## src/rtl/text_console_writer.sv

```systemverilog
// Terminal-style byte interpreter driving the write port of the 30x17 text VRAM.
// Optional per-row clearing on row advance is enabled by TEXT_CONSOLE_LINE_CLEAR_EN.
module text_console_writer #(
    parameter int unsigned COLS     = 30,
    parameter int unsigned ROWS     = 17,
    parameter logic [7:0]  DEF_ATTR = 8'h07
) (
    input  logic        clk_i,
    input  logic        rstn_i,
    input  logic [7:0]  data_i,
    input  logic        valid_i,
    output logic        ready_o,
    output logic        wr_en_o,
    output logic [9:0]  wr_addr_o,
    output logic [15:0] wr_data_o,
    output logic [4:0]  cur_row_o,
    output logic [4:0]  cur_col_o,
    output logic        busy_o
);

    typedef enum logic [1:0] {IDLE, ESC, CLR_SCREEN, CLR_LINE} state_t;

    localparam logic [4:0] LAST_COL = 5'(COLS - 1);
    localparam logic [4:0] LAST_ROW = 5'(ROWS - 1);
    localparam logic [7:0] SPACE    = 8'h20;

    state_t      state_q, state_d;
    logic [4:0]  row_q, row_d, col_q, col_d;
    logic [4:0]  clr_row_q, clr_row_d, clr_col_q, clr_col_d;
    logic        clr_last_q, clr_last_d;
    logic [7:0]  attr_q, attr_d;
    logic        wr_en_q, wr_en_d;
    logic [9:0]  wr_addr_q, wr_addr_d;
    logic [15:0] wr_data_q, wr_data_d;
    logic        accept;
    logic        advance;

    assign ready_o   = (state_q == IDLE) || (state_q == ESC);
    assign busy_o    = (state_q == CLR_SCREEN) || (state_q == CLR_LINE);
    assign accept    = valid_i & ready_o;
    assign wr_en_o   = wr_en_q;
    assign wr_addr_o = wr_addr_q;
    assign wr_data_o = wr_data_q;
    assign cur_row_o = row_q;
    assign cur_col_o = col_q;

    always_comb begin
        state_d    = state_q;
        row_d      = row_q;
        col_d      = col_q;
        clr_row_d  = clr_row_q;
        clr_col_d  = clr_col_q;
        clr_last_d = clr_last_q;
        attr_d     = attr_q;
        wr_en_d    = 1'b0;
        wr_addr_d  = wr_addr_q;
        wr_data_d  = wr_data_q;
        advance    = 1'b0;

        case (state_q)
            IDLE: begin
                if (accept) begin
                    if (data_i >= 8'h20 && data_i <= 8'h7E) begin
                        wr_en_d   = 1'b1;
                        wr_addr_d = {row_q, col_q};
                        wr_data_d = {attr_q, data_i};
                        if (col_q == LAST_COL) begin
                            col_d   = 5'd0;
                            advance = 1'b1;
                        end else begin
                            col_d = col_q + 5'd1;
                        end
                    end else begin
                        case (data_i)
                            8'h0D: col_d = 5'd0;
                            8'h0A: advance = 1'b1;
                            8'h08: if (col_q != 5'd0) col_d = col_q - 5'd1;
                            8'h0C: begin
                                // First cell is written on the accepting edge so busy_o
                                // covers exactly the 510 write pulses.
                                row_d      = 5'd0;
                                col_d      = 5'd0;
                                state_d    = CLR_SCREEN;
                                wr_en_d    = 1'b1;
                                wr_addr_d  = 10'd0;
                                wr_data_d  = {attr_q, SPACE};
                                clr_row_d  = 5'd0;
                                clr_col_d  = 5'd1;
                                clr_last_d = 1'b0;
                            end
                            8'h1B: state_d = ESC;
                            default: ;
                        endcase
                    end
                end
            end
            ESC: begin
                if (accept) begin
                    attr_d  = data_i;
                    state_d = IDLE;
                end
            end
            CLR_SCREEN: begin
                if (clr_last_q) begin
                    state_d = IDLE;
                end else begin
                    wr_en_d   = 1'b1;
                    wr_addr_d = {clr_row_q, clr_col_q};
                    wr_data_d = {attr_q, SPACE};
                    if (clr_col_q == LAST_COL) begin
                        clr_col_d = 5'd0;
                        if (clr_row_q == LAST_ROW) clr_last_d = 1'b1;
                        else                       clr_row_d  = clr_row_q + 5'd1;
                    end else begin
                        clr_col_d = clr_col_q + 5'd1;
                    end
                end
            end
            CLR_LINE: begin
`ifdef TEXT_CONSOLE_LINE_CLEAR_EN
                wr_en_d   = 1'b1;
                wr_addr_d = {row_q, clr_col_q};
                wr_data_d = {attr_q, SPACE};
                if (clr_col_q == LAST_COL) state_d   = IDLE;
                else                       clr_col_d = clr_col_q + 5'd1;
`else
                state_d = IDLE;
`endif
            end
            default: state_d = IDLE;
        endcase

        // Row advance wraps with no scrolling; row_q already holds the new row in CLR_LINE.
        if (advance) begin
            row_d = (row_q == LAST_ROW) ? 5'd0 : row_q + 5'd1;
`ifdef TEXT_CONSOLE_LINE_CLEAR_EN
            state_d   = CLR_LINE;
            clr_col_d = 5'd0;
`endif
        end
    end

    always_ff @(posedge clk_i or negedge rstn_i) begin
        if (!rstn_i) begin
            state_q    <= IDLE;
            row_q      <= 5'd0;
            col_q      <= 5'd0;
            clr_row_q  <= 5'd0;
            clr_col_q  <= 5'd0;
            clr_last_q <= 1'b0;
            attr_q     <= DEF_ATTR;
            wr_en_q    <= 1'b0;
            wr_addr_q  <= 10'd0;
            wr_data_q  <= 16'd0;
        end else begin
            state_q    <= state_d;
            row_q      <= row_d;
            col_q      <= col_d;
            clr_row_q  <= clr_row_d;
            clr_col_q  <= clr_col_d;
            clr_last_q <= clr_last_d;
            attr_q     <= attr_d;
            wr_en_q    <= wr_en_d;
            wr_addr_q  <= wr_addr_d;
            wr_data_q  <= wr_data_d;
        end
    end

endmodule

```

## config.mk

```make
export PLATFORM = sky130hd
export DESIGN_NAME = text_console_writer
export DESIGN_NICKNAME = d
export VERILOG_FILES = /design/src/rtl/text_console_writer.sv
export SDC_FILE = /design/constraint.sdc
export NUM_CORES = 1
export LEC_CHECK = 0
export CAP_MARGIN = 20
export CELL_PAD_IN_SITES_DETAIL_PLACEMENT = 2
export CELL_PAD_IN_SITES_GLOBAL_PLACEMENT = 2
export CORE_ASPECT_RATIO = 1.25
export CORE_MARGIN = 3
export CORE_UTILIZATION = 37
export CTS_CLUSTER_SIZE = 8
export DETAILED_ROUTE_END_ITERATION = 8
export HOLD_SLACK_MARGIN = 0.02
export PLACE_DENSITY = 0.86
export SYNTH_ARGS = -nofsm -noshare
export SYNTH_HDL_FRONTEND = slang
export SYNTH_SLANG_ARGS = --single-unit
```

## constraint.sdc

```tcl
create_clock -name clk_i -period 3.8 [get_ports clk_i]
set_input_delay 0.57 -clock clk_i [delete_from_list [all_inputs] [get_ports clk_i]]
set_output_delay 0.57 -clock clk_i [all_outputs]
set_load 0.05 [all_outputs]
```

==> results of run 1 <==
-- power by group --
group | switching, W | internal (W)
clock | 0.000262 | 0.000382
sequential | 0.000113 | 0.000698
combinational | 0.000426 | 0.000248
-- routing by layer --
layer | global-route usage, % | wire [microns]
met1 | 26.3 | 3930
met3 | 4.69 | 306
met5 | 0 | 0
met4 | 9.02 | 190
met2 | 39.2 | 5110
-- area by class of cell --
| cell class | instances | area (sq um) | share of cell area (%) |
|---|---|---|---|
| repair buffers | 54 | 531 | 13.9 |
| clock inverters | 6 | 80.1 | 2.10 |
| multi-input cells | 189 | 1420 | 37.2 |
| well taps | 95 | 119 | 3.11 |
| inverters | 21 | 78.8 | 2.06 |
| flip-flops and latches | 58 | 1460 | 38.1 |
| clock buffers | 10 | 138 | 3.60 |
-- how the worst max path moves through the flow --
stage,depth (start not counted),end,slack [ns]
3_5_place_dp,6,wr_data_o[10],0.55
5_1_grt,7,wr_data_o[9],0.80
2_1_floorplan,7,cur_row_o[2],1.57
3_3_place_gp,6,wr_data_o[12],0.69
6_report,7,wr_data_o[9],0.92
4_1_cts,6,wr_data_o[9],0.85
-- state kept, by name, indices dropped and copies added, names as in the netlist --
name,flops
clr_row_q,5
wr_addr_o,10
clr_col_q,5
cur_row_o,5
wr_en_o,1
attr_q,8
cur_col_o,5
clr_last_q,1
state_q,2
wr_data_o,16
-- cells in the mapped netlist (all sizes together), types with 2 or more instances --
cell type / instances / area, sq um
or4: 4 / 30.0
nand2b: 2 / 12.5
and4: 3 / 26.3
o21a: 3 / 22.5
mux2: 28 / 315
xor2: 2 / 17.5
and3: 6 / 37.5
nor3: 4 / 20.0
a22o: 11 / 96.3
nor4b: 2 / 32.5
nor2b: 2 / 12.5
o211ai: 3 / 22.5
xnor2: 2 / 17.5
and2: 2 / 12.5
nand2: 18 / 67.6
nor3b: 3 / 27.5
dfrtp: 55 / 1380
a21oi: 5 / 28.8
a31oi: 3 / 18.8
dfstp: 3 / 78.8
nand4: 9 / 56.3
nand3: 7 / 35.0
ha: 10 / 125
clkbuf: 9 / 33.8
o211a: 2 / 20.0
or3: 2 / 12.5
o22ai: 2 / 12.5
a211o: 2 / 17.5
nor4bb: 2 / 20.0
nor2: 15 / 58.8
inv: 21 / 78.8
buf: 3 / 20.0
o21ai: 22 / 114
-- critical path, stage by stage --
cell	delay (ns)
clkdlybuf4s50_1	0.58
and4_1	0.34
a21oi_2	0.52
o21ai_1	0.22
o21ai_2	0.24
buf_8	0.24
mux2_2	0.39
-- stage by stage --
step / setup WS (ns) / util [%] / instance area [sq um] / power, W / instances
final: 0.916 / 48.8 / 3820 / 0.00213 / 433
after floorplan: 1.57 / - / 3010 / 0.00123 / 280
after global placement: 0.691 / 45.8 / 3590 / 0.00146 / 416
after global routing: 0.805 / 48.8 / 3820 / 0.00224 / 433
after CTS: 0.847 / 48.6 / 3810 / 0.00215 / 432
after detailed placement: 0.551 / 45.8 / 3590 / 0.00149 / 416
-- logic make-up after synthesis --
logic type / after synthesis / synth area share [%]
flops: 58 / 48.4
buf+inv: 33 / 4.41
compound gates: 62 / 14.6
mux: 29 / 10.8
simple gates: 84 / 16.4
xor+xnor: 4 / 1.16
fa+ha+maj: 10 / 4.16
==> summary.txt, run 1 <==
Synthesis
  – Synthesized area per cell: between 10 and 15 sq um
  – Post-synthesis instance total: 280
  – Post-synth top flop: dfrtp_1
  – Post-synth EDFFs: 0
  – Async set or reset register ratio after synthesis: 100%
  – Share of the yosys chip area belonging to registers: between 40% and 50%
  – Synth Register Bits: just under 60
  – Mapped Area: about 3000 sq um
  – Syn_nets: 301
  – Yosys cell types: 54
  – Synth warn: 0

Global route
  – Vias in the first global route: roughly 2800
  – Global-route wire length before repair: 15600 microns
  – Antenna violations before repair: 0
  – Largest net degree at the start of global routing: 32
  – Total GRT Usage: 22.4%
  – Gr ovfl total: 0

Die
  – Initial Utilization: 38.4%
  – Core area: slightly below 8000 sq um
  – Chip height: 107 microns
  – Num rows: 36
  – Die W: 86.6 microns
  – Die Area: approximately 9000 sq um
  – Top-level port count: 50

Clock tree
  – Post-CTS Setup Bufs: 0
  – Root buffer cell: clkbuf_8
  – Clock slew at reported path FFs: 0.07 ns
  – Resize count post-CTS: 0
  – CTS tree: built
  – CTS Buf Count: 9
  – H-tree depth: 3
  – CTS Hold Bufs: 0
  – Clk_lat worst skew: ~0.36 ns
  – Longest Clk Path Bufs: 2
  – Clk sinks: a little under 60

Outcome
  – Outcome: complete, no violations

Timing
  – Min Tclk post-route: between 2 and 3 ns
  – Finish-stage setup viols: 0
  – Fin. Hold Viols: 0
  – Max Transition Viols Final: 0
  – Post-Route Skew: between 0.009 and 0.01 ns
  – Worst slew pin tran: 0.767 ns
  – RSZ-0062 raised after global routing: no
  – Tcrit/Tclk final: roughly three quarters
  – Setup TNS: 0 ns
  – Hold slack: roughly 0.28 ns
  – Relative slew slack: between 40% and 50%
  – Fmax: around 350 MHz

Finish
  – Ant diodes: 0
  – Final net count: between 300 and 400
  – Commonest non-fill, non-tap cell in the layout: dfrtp_1
  – Fillers: around 800
  – Synth-to-layout area growth: 27.0%
  – Most frequent cells in the layout: dfrtp_1 (55), clkdlybuf4s50_1 (48), mux2_2 (27), inv_1 (21), o21ai_0 (20)
  – Share of cells above drive strength 1: 17.5%

Worst hold path
  – Worst hold path class: in -> async

Worst setup path
  – WP data arrival: roughly 3.1 ns
  – Worst Path Required: 4.04 ns
  – Setup crit end kind: flip-flop
  – Setup CP Type: in -> reg
  – Crit path launch type: input pin
  – Worst r2r src: cur_col_o[1]
  – R2r endpoint: cur_row_o[2]
  – Crit Path Max Fanout: 15
  – Reg2Reg Setup Slack: approximately 1.5 ns
  – Worst-case reg-to-reg path depth: 7
  – Crit path from: data_i[6]

Detailed routing
  – Routed Wire Length: roughly 9500 microns
  – Mean routed wirelength per cell: around 22 microns
  – DRC: 0
  – Final ANT Viol Nets: 0
  – Drt pass-1 iters: 4
  – DR iter-0 viols: 103
  – Vias per cell: roughly 5.7
  – Via count: around 2500

Power and ir drop
  – VDD IR max: 0.340 mV
  – Pwr dens: 557 nW/um^2
  – Leak: around 1.7 nW

Placement
  – Number of port buffers: 49
  – DP Wirelength: between 6000 and 7000 microns
  – Gpl congestion: between 0.7 and 0.8

Job
  – Max-Cap Viols: 0
Power figures use the tool's default switching activity.
==> run 2, diff against run 1 <==
--- a/config.mk
+++ b/config.mk
@@ -10,11 +10,11 @@
 export CELL_PAD_IN_SITES_GLOBAL_PLACEMENT = 2
 export CORE_ASPECT_RATIO = 1.25
 export CORE_MARGIN = 3
-export CORE_UTILIZATION = 37
+export CORE_UTILIZATION = 34
 export CTS_CLUSTER_SIZE = 8
 export DETAILED_ROUTE_END_ITERATION = 8
 export HOLD_SLACK_MARGIN = 0.02
-export PLACE_DENSITY = 0.86
+export PLACE_DENSITY = 0.8
 export SYNTH_ARGS = -nofsm -noshare
 export SYNTH_HDL_FRONTEND = slang
 export SYNTH_SLANG_ARGS = --single-unit
==> constraint.sdc (replaced) <==
create_clock -name clk_i -period 2.93 [get_ports clk_i]
set_input_delay 0.4395 -clock clk_i [delete_from_list [all_inputs] [get_ports clk_i]]
set_output_delay 0.4395 -clock clk_i [all_outputs]
set_load 0.05 [all_outputs]
==> run 2 against run 1 <==
  * Design area is 2.0% higher
  * First-iteration DRC count decreased by 1.9%
  * Setup slack got worse by 0.43 ns
  * Via count is 1.4% higher
  * Clock power increased by 30%
  * Power rose by 30%
  * Global-route usage is 3.0 points lower
  * Clock-buffer cell count fell by 1
  * Critical path type unchanged
==> summary.txt, run 2 (synthesis results as in run 1) <==
Detailed routing
  – Final ANT Viol Nets: 0 (unchanged)
  – DR iter-0 viols: 101 (-1.9%)
  – DRC: 0 (unchanged)
  – Vias per cell: 5.42 (-4.4%)
  – Drt pass-1 iters: 4 (unchanged)
  – Routed Wire Length: 9230 microns (-3.3%)
  – Mean routed wirelength per cell: 20.1 microns (-8.7%)
  – Via count: 2487 (+1.4%)

Die
  – Core area: 8430 sq um (+7.5%)
  – Initial Utilization: 35.7% (-2.7 points)
  – Chip height: 111 microns (+4.1%)
  – Die Area: 10000 sq um (+8.3%)
  – Num rows: 37 (+2.8%)
  – Die W: 90.1 microns (+4.0%)
  – Top-level port count: 50 (unchanged)

Timing
  – Fmax: just over 400 MHz
  – Post-Route Skew: 0.0127 ns (+0.00344 ns)
  – RSZ-0062 raised after global routing: no
  – Worst slew pin tran: 0.670 ns (-0.0969 ns)
  – Hold slack: 0.108 ns (-0.177 ns)
  – Max Transition Viols Final: 0 (unchanged)
  – Tcrit/Tclk final: 83.5%
  – Finish-stage setup viols: 0 (unchanged)
  – Setup TNS: 0 ns (unchanged)
  – Min Tclk post-route: around 2.4 ns
  – Relative slew slack: 55.3% (+6.5 points)
  – Fin. Hold Viols: 0 (unchanged)

Placement
  – Number of port buffers: 49 (unchanged)
  – DP Wirelength: 6410 microns (-1.4%)
  – Gpl congestion: 0.805 (+3.6%)

Clock tree
  – CTS Hold Bufs: 0 (unchanged)
  – Clk sinks: 58 (unchanged)
  – Post-CTS Setup Bufs: 0 (unchanged)
  – Clock slew at reported path FFs: 0.08 ns (about the same)
  – Longest Clk Path Bufs: 2 (unchanged)
  – CTS tree: built
  – CTS Buf Count: 9 (unchanged)
  – Root buffer cell: clkbuf_8
  – Clk_lat worst skew: 0.35 ns (about the same)
  – Resize count post-CTS: 0 (unchanged)
  – H-tree depth: 3 (unchanged)

Worst setup path
  – Crit path launch type: input pin
  – Crit Path Max Fanout: 20 (+5)
  – Reg2Reg Setup Slack: 0.71 ns (-0.78 ns)
  – WP data arrival: 2.68 ns (-0.44 ns)
  – Worst Path Required: 3.16 ns (-0.88 ns)
  – Worst-case reg-to-reg path depth: 7 (unchanged)
  – Setup CP Type: in -> reg
  – Setup crit end kind: flip-flop
  – Worst r2r src: cur_col_o[1]
  – R2r endpoint: cur_row_o[2]

Finish
  – Most frequent cells in the layout: dfrtp_1 (55), clkdlybuf4s50_1 (48), mux2_2 (27), inv_1 (21), o21ai_0 (20)
  – Final net count: 358 (+1.1%)
  – Ant diodes: 0 (unchanged)
  – Max FFs per register: 16 (unchanged)
  – Fillers: 921 (+16%)
  – Commonest non-fill, non-tap cell in the layout: dfrtp_1
  – Synth-to-layout area growth: 29.5%
  – Share of cells above drive strength 1: 18.4% (+0.97 points)

Worst hold path
  – Worst hold path class: in -> async

Global route
  – Largest net degree at the start of global routing: 34 (+6.3%)
  – Gr ovfl total: 0 (unchanged)
  – Total GRT Usage: 19.4% (-3.0 points)
  – Global-route wire length before repair: 15300 microns (-1.6%)
  – Antenna violations before repair: 0 (unchanged)
  – Vias in the first global route: 2744 (-1.9%)

Job
  – Max-Cap Viols: 0 (unchanged)

Power and ir drop
  – VDD IR max: 0.262 mV (-23%)
  – Pwr dens: 708 nW/um^2 (+27%)
  – Pwr Total: 0.00276 W (+30%)
  – Leak: 1.73 nW (+0.91%)

Outcome
  – Outcome: complete, no violations
run 2: cell types whose count changed in the layout (fill, tap and decap cells not counted):
| cell | delta |
|---|---|
| buf_12 | +2 |
| buf_4 | +3 |
| clkbuf_8 | -1 |
| clkinv_4 | +1 |
| clkinv_2 | -2 |
| buf_8 | -1 |
| clkinvlp_4 | +2 |
run 2: layout make-up:
cell class / count / area [sq um] / area share [%]
flip-flops and latches: 58 / 1460 / 37.3
multi-input cells: 189 / 1420 / 36.4
repair buffers: 58 / 578 / 14.8
well taps: 117 / 146 / 3.76
clock buffers: 9 / 124 / 3.18
clock inverters: 7 / 93.8 / 2.41
inverters: 21 / 78.8 / 2.02
run 2: per-stage QoR:
step                      cells  worst slack, ns  cell area (sq um)  util, %
final                       459            0.483               3900     46.2
after global placement      443            0.299               3680     43.7
after detailed placement    443            0.189               3680     43.7
after floorplan             280            0.701               3010        -
after global routing        459            0.354               3900     46.2
after CTS                   459            0.535               3900     46.2
run 2: worst max path at each step:
stage | start | end | slack, ns | cells past startpoint
after floorplan | cur_col_o[1] | cur_row_o[2] | 0.70 | 7
after global placement | data_i[2] | wr_data_o[13] | 0.30 | 7
final | data_i[2] | wr_data_o[13] | 0.48 | 7
after detailed placement | data_i[2] | wr_addr_o[8] | 0.19 | 7
after CTS | data_i[2] | wr_data_o[13] | 0.54 | 7
after global routing | data_i[2] | wr_data_o[8] | 0.35 | 7
run 2: critical path: stages:
cell and delay (ns):
clkdlybuf4s50_1 0.61, nor4bb_1 0.41, and3_1 0.24, o21ai_1 0.10, o21ai_2 0.27, buf_12 0.24
mux2_2 0.35
run 2: power by group:
part	internal (W)	leakage (nW)	switching [W]
Clock	0.000477	0.105	0.000360
Sequential	0.000905	0.743	0.000147
Combinational	0.000326	0.879	0.000546
Total	0.00171	1.73	0.00105
run 2: per-layer routing:
| layer | share of wire (%) | vias to the layer above | global-route usage, % |
|---|---|---|---|
| met5 | 0 | - | 0 |
| met4 | 2.5 | 0 | 8.58 |
| met1 | 43 | 1279 | 23.9 |
| met3 | 2.8 | 20 | 4.55 |
| met2 | 51 | 54 | 32.2 |
| li1 | - | 1134 | - |
